--- src/rtl/axi_tdd_ng_counter_mp.sv ---
// Multi-profile TDD frame counter: startup delay, a per-frame sequence
// of frame lengths, burst counting, graceful stop and resync.
module axi_tdd_ng_counter_mp #(
    parameter int REGISTER_WIDTH    = 32,
    parameter int BURST_COUNT_WIDTH = 32,
    parameter int NUM_PROFILES      = 4,
    parameter int PROFILE_WIDTH     = $clog2(NUM_PROFILES + 1)
) (
    input  logic                                   clk,
    input  logic                                   rst,
    input  logic                                   tdd_enable,
    input  logic                                   tdd_sync,
    input  logic                                   tdd_sync_rst,
    input  logic                                   tdd_stop,
    input  logic [BURST_COUNT_WIDTH-1:0]           asy_tdd_burst_count,
    input  logic [REGISTER_WIDTH-1:0]              asy_tdd_startup_delay,
    input  logic [NUM_PROFILES*REGISTER_WIDTH-1:0] asy_tdd_frame_length,
    input  logic [PROFILE_WIDTH-1:0]               asy_tdd_profile_count,
    output logic [REGISTER_WIDTH-1:0]              tdd_counter,
    output logic [1:0]                             tdd_cstate,
    output logic [PROFILE_WIDTH-1:0]               tdd_profile,
    output logic [BURST_COUNT_WIDTH-1:0]           tdd_burst_counter,
    output logic                                   tdd_endof_frame,
    output logic                                   tdd_endof_burst,
    output logic                                   tdd_sync_ignored
);

    localparam int RW = REGISTER_WIDTH;
    localparam int BW = BURST_COUNT_WIDTH;
    localparam int PW = PROFILE_WIDTH;

    typedef enum logic [1:0] {
        S_IDLE    = 2'd0,
        S_ARMED   = 2'd1,
        S_WAITING = 2'd2,
        S_RUNNING = 2'd3
    } state_t;

    state_t        state_q, state_d;
    logic [RW-1:0] cnt_q, cnt_d;
    logic [RW-1:0] len_q, len_d;
    logic [RW-1:0] dly_q, dly_d;
    logic [PW-1:0] prof_q, prof_d;
    logic [BW-1:0] burst_q, burst_d;
    logic          stop_q, stop_d;
    logic          eof_q, eof_d;
    logic          eob_q, eob_d;
    logic          ign_q, ign_d;

    logic [PW-1:0] peff;
    logic [PW-1:0] prof_nx;
    logic [RW-1:0] len_first;
    logic [RW-1:0] len_nx;

    // Clamp the profile count into 1..NUM_PROFILES and pick the next index
    always_comb begin
        peff = asy_tdd_profile_count;
        if (asy_tdd_profile_count == '0)
            peff = PW'(1);
        else if (asy_tdd_profile_count > PW'(NUM_PROFILES))
            peff = PW'(NUM_PROFILES);
        if (prof_q + PW'(1) >= peff)
            prof_nx = '0;
        else
            prof_nx = prof_q + PW'(1);
    end

    // Length of profile 0 and of the next profile; a zero length reads as 1
    always_comb begin
        len_first = asy_tdd_frame_length[RW-1:0];
        len_nx    = len_first;
        for (int i = 0; i < NUM_PROFILES; i++) begin
            if (prof_nx == PW'(i))
                len_nx = asy_tdd_frame_length[i*RW +: RW];
        end
        if (len_first == '0)
            len_first = RW'(1);
        if (len_nx == '0)
            len_nx = RW'(1);
    end

    // Next-state logic; the end-of pulses are precomputed for the next cycle
    always_comb begin
        state_d = state_q;
        cnt_d   = cnt_q;
        len_d   = len_q;
        dly_d   = dly_q;
        prof_d  = prof_q;
        burst_d = burst_q;
        stop_d  = stop_q;
        ign_d   = 1'b0;
        if (!tdd_enable) begin
            state_d = S_IDLE;
            cnt_d   = '0;
            len_d   = '0;
            dly_d   = '0;
            prof_d  = '0;
            burst_d = '0;
            stop_d  = 1'b0;
        end else begin
            unique case (state_q)
                S_IDLE, S_ARMED: begin
                    state_d = S_ARMED;
                    cnt_d   = '0;
                    prof_d  = '0;
                    stop_d  = 1'b0;
                    burst_d = asy_tdd_burst_count;
                    if (state_q == S_ARMED && tdd_sync) begin
                        dly_d = asy_tdd_startup_delay;
                        len_d = len_first;
                        if (asy_tdd_startup_delay == '0)
                            state_d = S_RUNNING;
                        else
                            state_d = S_WAITING;
                    end
                end
                S_WAITING, S_RUNNING: begin
                    if (tdd_sync && tdd_sync_rst) begin
                        cnt_d   = '0;
                        prof_d  = '0;
                        stop_d  = 1'b0;
                        burst_d = asy_tdd_burst_count;
                        dly_d   = asy_tdd_startup_delay;
                        len_d   = len_first;
                        if (asy_tdd_startup_delay == '0)
                            state_d = S_RUNNING;
                        else
                            state_d = S_WAITING;
                    end else begin
                        ign_d = tdd_sync;
                        if (state_q == S_WAITING) begin
                            if (tdd_stop) begin
                                state_d = S_ARMED;
                                cnt_d   = '0;
                                prof_d  = '0;
                                stop_d  = 1'b0;
                                burst_d = asy_tdd_burst_count;
                            end else if (cnt_q == dly_q - RW'(1)) begin
                                state_d = S_RUNNING;
                                cnt_d   = '0;
                                len_d   = len_first;
                            end else begin
                                cnt_d = cnt_q + RW'(1);
                            end
                        end else if (cnt_q == len_q - RW'(1)) begin
                            if (burst_q == BW'(1) || stop_q || tdd_stop) begin
                                state_d = S_ARMED;
                                cnt_d   = '0;
                                prof_d  = '0;
                                stop_d  = 1'b0;
                                burst_d = asy_tdd_burst_count;
                            end else begin
                                cnt_d  = '0;
                                prof_d = prof_nx;
                                len_d  = len_nx;
                                if (burst_q != '0)
                                    burst_d = burst_q - BW'(1);
                            end
                        end else begin
                            cnt_d = cnt_q + RW'(1);
                            if (tdd_stop)
                                stop_d = 1'b1;
                        end
                    end
                end
            endcase
        end
        eof_d = (state_d == S_RUNNING) && (cnt_d == len_d - RW'(1));
        eob_d = eof_d && ((burst_d == BW'(1)) || stop_d);
    end

    // State and output registers
    always_ff @(posedge clk or posedge rst) begin
        if (rst) begin
            state_q <= S_IDLE;
            cnt_q   <= '0;
            len_q   <= '0;
            dly_q   <= '0;
            prof_q  <= '0;
            burst_q <= '0;
            stop_q  <= 1'b0;
            eof_q   <= 1'b0;
            eob_q   <= 1'b0;
            ign_q   <= 1'b0;
        end else begin
            state_q <= state_d;
            cnt_q   <= cnt_d;
            len_q   <= len_d;
            dly_q   <= dly_d;
            prof_q  <= prof_d;
            burst_q <= burst_d;
            stop_q  <= stop_d;
            eof_q   <= eof_d;
            eob_q   <= eob_d;
            ign_q   <= ign_d;
        end
    end

    assign tdd_counter       = cnt_q;
    assign tdd_cstate        = state_q;
    assign tdd_profile       = prof_q;
    assign tdd_burst_counter = burst_q;
    assign tdd_endof_frame   = eof_q;
    assign tdd_endof_burst   = eob_q;
    assign tdd_sync_ignored  = ign_q;

endmodule

--- config.mk ---
export PLATFORM = sky130hd
export DESIGN_NAME = axi_tdd_ng_counter_mp
export DESIGN_NICKNAME = d
export VERILOG_FILES = /design/src/rtl/axi_tdd_ng_counter_mp.sv
export SDC_FILE = /design/constraint.sdc
export NUM_CORES = 1
export LEC_CHECK = 0
export ABC_AREA = 1
export CORE_MARGIN = 8
export CORE_UTILIZATION = 30
export DETAILED_ROUTE_END_ITERATION = 10
export PLACE_DENSITY = 0.55
export RECOVER_POWER = 25
export SETUP_SLACK_MARGIN = 0.1
export SLEW_MARGIN = 20
export SYNTH_ARGS = -nofsm -noshare
export SYNTH_HDL_FRONTEND = slang
export SYNTH_SLANG_ARGS = --single-unit
--- constraint.sdc ---
create_clock -name clk -period 4.51 [get_ports clk]
set_input_delay 0.451 -clock clk [delete_from_list [all_inputs] [get_ports clk]]
set_output_delay 0.451 -clock clk [all_outputs]
set_load 0.01 [all_outputs]
==> results of run 1 <==
-- registers in the layout (all words and copies together), names as in the netlist --
name               flops
tdd_cstate             2
tdd_sync_ignored       1
tdd_profile            3
tdd_counter           32
stop_q                 1
len_q                 32
tdd_endof_burst        1
dly_q                 32
tdd_burst_counter     32
tdd_endof_frame        1
-- final timing paths --
check                                      startpoint                              end  slack, ps  depth (start not counted)
setup / recovery           tdd_profile[0]$_DFFE_PP0P_        tdd_endof_burst$_DFF_PP0_         30                         40
setup reg to reg           tdd_profile[0]$_DFFE_PP0P_        tdd_endof_burst$_DFF_PP0_         30                         40
hold / removal              asy_tdd_startup_delay[30]            dly_q[30]$_DFFE_PP0P_        580                          3
hold reg to reg                 dly_q[31]$_DFFE_PP0P_            dly_q[31]$_DFFE_PP0P_        580                          2
max in group asynchronous                         rst              len_q[24]$_DFF_PP0_        790                          3
min in group asynchronous                         rst  tdd_burst_counter[20]$_DFF_PP0_       1660                          2
-- layer usage --
metal | up-vias | track usage | wire length (um)
met1 | 9415 | 0.317 | 34900
met4 | 0 | 0.0692 | 2220
li1 | 9942 | - | -
met3 | 108 | 0.0323 | 4860
met2 | 836 | 0.389 | 35600
met5 | - | 0 | 0
-- cells by family after synthesis --
group | after synthesis | synth area share
and+or+nand+nor | 1690 | 0.454
AOI/OAI and AO/OA | 336 | 0.129
buffers and inverters | 521 | 0.129
muxes | 1 | 0.000609
DFF | 137 | 0.209
adders and majority gates | 10 | 0.00761
xor gates and xnor gates | 134 | 0.0714
-- stage by stage --
stage	std cells	hold WS (ps)	util	power [uW]
2_1_floorplan	2829	522	-	3080
3_3_place_gp	3880	570	0.392	4170
3_5_place_dp	3880	568	0.392	4180
4_1_cts	3928	554	0.409	5770
5_1_grt	3939	583	0.415	6160
6_report	3939	577	0.415	5800
-- cell type report --
class | instances | share of cell area
multi-input combinational | 2171 | 0.499
timing repair buffer | 527 | 0.219
sequential | 137 | 0.153
inverter | 376 | 0.0632
tap | 696 | 0.0388
clock buffer | 17 | 0.0190
clock inverter | 15 | 0.00848
-- power groups by stage --
| stage | Combinational [uW] | Sequential [uW] | Clock, uW |
|---|---|---|---|
| after global placement | 2700 | 1470 | 0 |
| after detailed placement | 2710 | 1470 | 0 |
| after CTS | 2770 | 1450 | 1550 |
| after floorplan | 1670 | 1410 | 0 |
| after global routing | 3110 | 1470 | 1590 |
| final | 2820 | 1450 | 1530 |
-- Yosys cell counts, drive strengths merged (39+ instances only) --
master / instances / area share
nand2: 909 / 0.21
inv: 368 / 0.084
nor2: 339 / 0.092
nand3: 284 / 0.090
dfrtp: 137 / 0.21
o21ai: 114 / 0.035
xor2: 95 / 0.051
clkbuf: 89 / 0.020
nand4: 76 / 0.029
buf: 56 / 0.022
a21oi: 52 / 0.016
nor3: 43 / 0.014
xnor2: 39 / 0.021
-- repair_timing --
item | in CTS | in global routing
gates resized for setup | 60 | 49
pin swaps | 38 | 44
setup buffers | 13 | 6
gates cloned | 3 | 5
hold endpoints to repair | 0 | 0
endpoints found under the setup margin | 2 | 2
-- worst min-delay path, stage by stage --
cell and delay (ps):
clkdlybuf4s50_1 410, nand2_1 70, a21oi_1 50
-- cell usage in the layout (no fill, tap or decap), drive strengths merged, types with 5 or more instances in the layout --
master / instances
o221ai: 33
nand2: 909
nand3b: 8
a21o: 7
nand3: 284
dfrtp: 137
clkdlybuf4s50: 270
o211ai: 32
nor2: 339
xnor2: 39
o21bai: 5
a21boi: 29
clkbuf: 22
inv: 373
o2111ai: 7
or2: 5
xor2: 95
nand4: 76
ha: 10
buf: 251
nor4: 24
a21oi: 52
nor3: 43
clkinv: 12
o22ai: 38
o21ai: 114
a221oi: 8
==> impl_metrics.ini, run 1 <==
[setup_path]
max_stage_delay_ps = 420
critPathKind = register to register
slowest_stage = dfrtp_1
cp.buffers_inverters = 5
cp-start-kind = register
cp_top_family = simple AND/OR/NAND/NOR gates
arrival_ps = 4880
end_kind = register
required_ps = 4910
crit_top_cell = nand2_1
crit_fanout = 7

[final_layout]
final_nets = 3441
drive_above_1_share = 0.143
fillCellCount = 5797
antenna_cells = 0
multi_input_area_um2 = 11200
area_growth_pct = 36.5
final_area_um2 = 22400
seq_area_um2 = 3430

[sta]
worst_pin_slew_ps = 3270
timing.final.crit_period_ps = 4480
tns_ps = 0
finalSetupViolCount = 0
period_share = 0.993
skew_ps = 20.5
final_hold_viol_count = 0
slew_viol_final = 81
maxSlewHeadroom = -1.18
rsz0062_at_grt = true
layout_setup_ws_ps = 33.4
fmax_ghz = 0.223

[placement]
place_area_um2 = 21200
pre_cts_ws_ps = -630
place_hpwl_um = 60600
port-buffer-count = 272
routabilityCongestion = 0.929

[routing]
avgRoutedWirePerCell_um = 19.7
route.final.wire_length_um = 77600
first_pass_iters = 7
drc_errors = 0
postRouteAntennaNets = 0
vias = 20301
drtIter0Drc = 1667
avgViaCountPerCell = 5.15

[power_and_ir_drop]
switching_share = 0.429
seq_power_share = 0.251
combPwrFrac = 0.486
internal-power_uw = 3310
p_clk_frac = 0.264
cellPowerDensity_nw_per_um2 = 258
p_sw_uw = 2490
peakVddDrop_mv = 0.273
p_leak_uw = 0.0112

[clock_network]
cts_root_buf = clkbuf_16
clkTransAtPathRegs_ps = 80
cts_tree = done
clockBufferDepth = 2
cts_sinks = 137
cts_buffers = 17
clock_latency_ps = 470
cts_hold_buf = 0
h-tree-depth = 4

[yosys]
synth-async-reset-ratio = 1.00
synth_flop_cell = dfrtp_1
synth_cell_types = 55
syn_nets = 3040
yosysWarningCount = 0
synth-edff-count = 0
synthCells = 2829
synth_area_per_cell_um2 = 5.81
syn_area_um2 = 16400
seq_area_frac_synth = 0.209
ys_ff_latch = 137

[grt]
antenna_found_initial = 0
gr-usage-all-layers = 0.235
grt_pass1_vias = 19439
grt_pass1_wl_um = 117000
grt_max_degree = 81
grt_overflow_total = 0

[floorplan]
dieWidth_um = 250
row_count = 85
start_util = 0.304
core_area_um2 = 54000
die_height_um = 250
ioPinCount = 273
die_area_um2 = 62500

[worst_hold_path]
hold_path.class = primary input to register

[outcome]
status = finished, violations left
violations = capacitance limit, slew limit

[flow_run]
maxCapViolCount = 1
No activity file was read; power rests on OpenSTA's default activity.
==> inputs of run 2 (changes only) <==
clock period = 5.57 ns   (was 4.51 ns; I/O delays follow)
==> run 2 against run 1 <==
  * The run still ends with capacitance limit, slew limit left
  * Clock power fell by 22%
  * Die area did not move
  * Utilization fell by 3.8 points
  * Critical path depth fell by 9
  * Sequential power fell by 17%
  * Final cell count fell by 5.2%
  * Combinational power fell by 30%
  * Clock-buffer cell count rose by 4
  * Final area fell by 9.2%
  * Non-clock buffer count fell by 204
  * Sequential share of layout area rose by 1.5 points
  * Critical endpoint unchanged
==> impl_metrics.ini, run 2 (synthesis gave the netlist of run 1 again) <==
[routing]
postRouteAntennaNets = 0
route.final.wire_length_um = 75300
avgRoutedWirePerCell_um = 20.2
drc_errors = 0
avgViaCountPerCell = 5.21
vias = 19453
drtIter0Drc = 1642
first_pass_iters = 6

[power_and_ir_drop]
peakVddDrop_mv = 0.202
combPwrFrac = 0.453
seq_power_share = 0.273
p_sw_uw = 1900
p_clk_frac = 0.274
cellPowerDensity_nw_per_um2 = 215
p_leak_uw = 0.0100
switching_share = 0.433
internal-power_uw = 2480

[grt]
antenna_found_initial = 0
grt_pass1_wl_um = 115000
grt_max_degree = 102
grt_pass1_vias = 19097
gr-usage-all-layers = 0.232
grt_overflow_total = 0

[floorplan]
die_height_um = 250
start_util = 0.304
core_area_um2 = 54000
die_area_um2 = 62500
row_count = 85
ioPinCount = 273
dieWidth_um = 250

[final_layout]
final_area_um2 = 20400
fillCellCount = 5862
final_cell_mix = 871 x nand2_1, 353 x inv_1, 288 x nor2_1
antenna_cells = 0
final_util = 0.377
final_nets = 3237
drive_above_1_share = 0.0658
area_growth_pct = 24.0
final_common_cell = nand2_1

[clock_network]
cts_buffers = 17
cts_hold_buf = 0
clock_latency_ps = 460
cts_tree = done
cts_root_buf = clkbuf_16
h-tree-depth = 4
clockBufferDepth = 2
clkTransAtPathRegs_ps = 70
cts_sinks = 137

[sta]
final_hold_viol_count = 0
tns_ps = 0
timing.final.crit_period_ps = 4980
fmax_ghz = 0.201
period_share = 0.895
slew_viol_final = 142
finalSetupViolCount = 0
whs_ps = 581
maxSlewHeadroom = -1.71
worst_pin_slew_ps = 4060
rsz0062_at_grt = false
skew_ps = 13.1

[placement]
routabilityCongestion = 0.933
place_area_um2 = 19800
port-buffer-count = 272
place_hpwl_um = 59000

[setup_path]
max_stage_delay_ps = 470
crit_top_cell = nand2_1
arrival_ps = 5380
crit_fanout = 15
r2r-start = len_q[0]$_DFF_PP0_
critPathKind = register to register
end_kind = register
slowest_stage = dfrtp_1
rrSetupSlack_ps = 590
cp-start-kind = register
required_ps = 5960
ff2ff_path_depth = 31
rr_endpoint = tdd_endof_burst$_DFF_PP0_

[worst_hold_path]
worstHoldEndpoint = dly_q[31]$_DFFE_PP0P_
hold_path.class = register to register
hold_path.startpoint = dly_q[31]$_DFFE_PP0P_
min_path_cells = 2

[flow_run]
maxCapViolCount = 2

[outcome]
violations = capacitance limit, slew limit
status = finished, violations left
-- run 2: worst max-delay path by stage --
| stage | start | endpoint | slack (ps) |
|---|---|---|---|
| floorplan | rst | dly_q[0]$_DFFE_PP0P_ | 1350 |
| global placement | asy_tdd_profile_count[0] | tdd_endof_burst$_DFF_PP0_ | 340 |
| detailed placement | asy_tdd_profile_count[0] | tdd_endof_burst$_DFF_PP0_ | 260 |
| CTS | tdd_profile[1]$_DFFE_PP0P_ | tdd_endof_burst$_DFF_PP0_ | 610 |
| global route | dly_q[0]$_DFFE_PP0P_ | tdd_endof_burst$_DFF_PP0_ | 100 |
| finish | len_q[0]$_DFF_PP0_ | tdd_endof_burst$_DFF_PP0_ | 590 |
-- run 2: power by group through the flow --
| stage | Combinational (uW) | Sequential, uW | Clock [uW] |
|---|---|---|---|
| final | 1980 | 1200 | 1200 |
| after floorplan | 1350 | 1140 | 0 |
| after CTS | 1970 | 1190 | 1230 |
| after global placement | 1960 | 1210 | 0 |
| after detailed placement | 1960 | 1210 | 0 |
| after global routing | 2200 | 1210 | 1270 |
-- run 2: metrics by stage --
step | setup WS, ps | total power (uW) | std cells
2_1_floorplan | 1350 | 2490 | 2829
3_3_place_gp | 338 | 3160 | 3703
3_5_place_dp | 260 | 3170 | 3703
4_1_cts | 608 | 4390 | 3735
5_1_grt | 103 | 4680 | 3735
6_report | 586 | 4380 | 3735
-- run 2: repair_timing --
action	in CTS	in global routing
setup endpoints to repair	0	2
setup buffers	0	0
gates resized for setup	0	4
-- run 2: layout make-up --
class                           count  area (um^2)  area share
Clock buffer                       21          450      0.0221
Clock inverter                     11          148     0.00724
Inverter                          376         1420      0.0695
Multi-Input combinational cell   2171        10900       0.535
Sequential cell                   137         3430       0.168
Tap cell                          696          871      0.0427
Timing Repair Buffer              323         3160       0.155
-- run 2: routing by layer --
metal,track usage,vias to the layer above,part of all wire
met5,0,-,0
met4,0.0725,0,0.024
met3,0.0318,85,0.063
met2,0.379,789,0.46
met1,0.316,9064,0.46
li1,-,9515,-
-- run 2: critical path, delay by kind of cell, from the launching register on --
family	cells	cell delay, ps
DFF	1	470
and+or+nand+nor	23	2760
xor gates and xnor gates	1	160
adders and majority gates	1	300
buffers and inverters	5	1010
AOI/OAI and AO/OA	1	160
==> inputs of run 3 (changes only) <==
--- a/config.mk
+++ b/config.mk
@@ -13,3 +13,3 @@
 export RECOVER_POWER = 25
-export SETUP_SLACK_MARGIN = 0.1
+export SETUP_SLACK_MARGIN = 0.3
 export SLEW_MARGIN = 20
==> constraint.sdc (replaced) <==
create_clock -name clk -period 5.57 [get_ports clk]
set_input_delay 0.8355 -clock clk [delete_from_list [all_inputs] [get_ports clk]]
set_output_delay 0.8355 -clock clk [all_outputs]
set_load 0.01 [all_outputs]
==> run 3 against run 2 <==
  * The run still ends with capacitance limit, slew limit left
  * Worst hold slack improved by 2.8 ps
  * Via count rose by 1.3%
  * Final area increased by 1.1%
  * Flip-flop and latch count stayed put
  * Clock skew is 2.1 ps higher
  * First-iteration DRC count down 6.6%
  * Critical path depth grew 6
  * Clock power about the same
  * Sequential power about the same
  * Fmax is 1.8% higher
  * Combinational power up 2%
==> impl_metrics.ini, run 3 (synthesis gave the netlist of run 1 again) <==
[setup_path]
cp.buffers_inverters = 4
ff2ff_path_depth = 34
r2r-start = dly_q[0]$_DFFE_PP0P_
arrival_ps = 5290
crit_cells = 37
end_kind = register
critPathKind = primary input to register
required_ps = 5960
cp_top_family = simple AND/OR/NAND/NOR gates
endpoint = tdd_endof_burst$_DFF_PP0_
max_stage_delay_ps = 480
rr_endpoint = tdd_endof_burst$_DFF_PP0_
crit_path_start = asy_tdd_profile_count[2]
rrSetupSlack_ps = 740
cp-start-kind = primary input
slowest_stage = clkdlybuf4s50_1
crit_top_cell = nand2_1
crit_fanout = 33

[final_layout]
drive_above_1_share = 0.0745
final_nets = 3259
final_common_cell = nand2_1
finalNonFillerCells = 3759
area_growth_pct = 25.4
final_area_um2 = 20600
final_cell_mix = 872 x nand2_1, 352 x inv_1, 287 x nor2_1

[sta]
finalSetupViolCount = 0
fmax_ghz = 0.204
timing.final.crit_period_ps = 4900
worst_pin_slew_ps = 3300
maxSlewHeadroom = -1.21
skew_ps = 15.2
period_share = 0.879
final_hold_viol_count = 0
rsz0062_at_grt = false
slew_viol_final = 103

[clock_network]
cts_buffers = 17
cts_hold_buf = 0
cts_sinks = 137
cts_tree = done
clockBufferDepth = 2
cts_root_buf = clkbuf_16
h-tree-depth = 4
post_cts_buffers = 0
cts_resized = 0
clkTransAtPathRegs_ps = 70
clock_latency_ps = 460

[routing]
drc_errors = 0
postRouteAntennaNets = 0
drtIter0Drc = 1533
avgViaCountPerCell = 5.24
first_pass_iters = 6
route.final.wire_length_um = 75100
vias = 19706
avgRoutedWirePerCell_um = 20.0

[grt]
antenna_found_initial = 3
grt_pass1_wl_um = 114000
grt_max_degree = 69
gr-usage-all-layers = 0.230
grt_pass1_vias = 18703
grt_overflow_total = 0

[flow_run]
maxCapViolCount = 2

[floorplan]
start_util = 0.304
die_height_um = 250
dieWidth_um = 250
core_area_um2 = 54000
ioPinCount = 273
die_area_um2 = 62500
row_count = 85

[placement]
place_hpwl_um = 58900
dp_cells = 3724
routabilityCongestion = 0.936
port-buffer-count = 272
place_area_um2 = 20000

[worst_hold_path]
hold_path.class = register to register

[power_and_ir_drop]
peakVddDrop_mv = 0.208
cellPowerDensity_nw_per_um2 = 215
p_leak_uw = 0.0101

[outcome]
violations = capacitance limit, slew limit
status = finished, violations left
run 3: changes by cell type in the layout (fill, tap and decap cells not counted), moves of 2 or more:
cell | before | now
a21boi_1 | 5 | 12
clkinvlp_4 | 1 | 3
buf_6 | 0 | 2
buf_4 | 45 | 63
diode_2 | 0 | 2
a21boi_0 | 24 | 16
inv_6 | 0 | 2
clkinv_4 | 5 | 1
run 3: power by group:
group	total [uW]	switching, uW	internal [uW]	leakage [uW]
combinational	2020	1280	736	0.00801
clock	1220	492	730	0.000291
sequential	1200	137	1060	0.00184
total	4440	1910	2530	0.0101
run 3: worst min-delay path by stage:
stage,startpoint,endpoint,depth (start not counted)
after CTS,tdd_profile[1]$_DFFE_PP0P_,tdd_profile[1]$_DFFE_PP0P_,2
after floorplan,dly_q[31]$_DFFE_PP0P_,dly_q[31]$_DFFE_PP0P_,2
after global placement,tdd_profile[1]$_DFFE_PP0P_,tdd_profile[1]$_DFFE_PP0P_,2
after global routing,tdd_profile[0]$_DFFE_PP0P_,tdd_profile[0]$_DFFE_PP0P_,1
final,tdd_profile[0]$_DFFE_PP0P_,tdd_profile[0]$_DFFE_PP0P_,1
after detailed placement,tdd_profile[1]$_DFFE_PP0P_,tdd_profile[1]$_DFFE_PP0P_,2
run 3: area by class of cell:
class	instances	area (um^2)
diodes	2	5.00
clock inverters	10	141
flip-flops and latches	137	3430
well taps	696	871
repair buffers	344	3340
inverters	376	1430
clock buffers	22	464
multi-input cells	2172	10900
fillers	5900	33400
run 3: per-layer routing:
metal	wire length, um	global-route usage	up-vias
met3	5040	0.0332	96
met1	33900	0.312	9248
met2	34100	0.376	797
met5	11	0	-
li1	-	-	9563
met4	1970	0.0682	2
run 3: per-stage QoR:
step,hold slack [ps],worst slack [ps],total power (uW),util,TNS [ps]
2_1_floorplan,527,1070,2490,-,0
3_3_place_gp,561,-13.5,3190,0.369,-13.5
3_5_place_dp,577,-78.7,3210,0.369,-130
4_1_cts,586,406,4440,0.381,0
5_1_grt,611,308,4730,0.381,0
6_report,584,673,4440,0.381,0
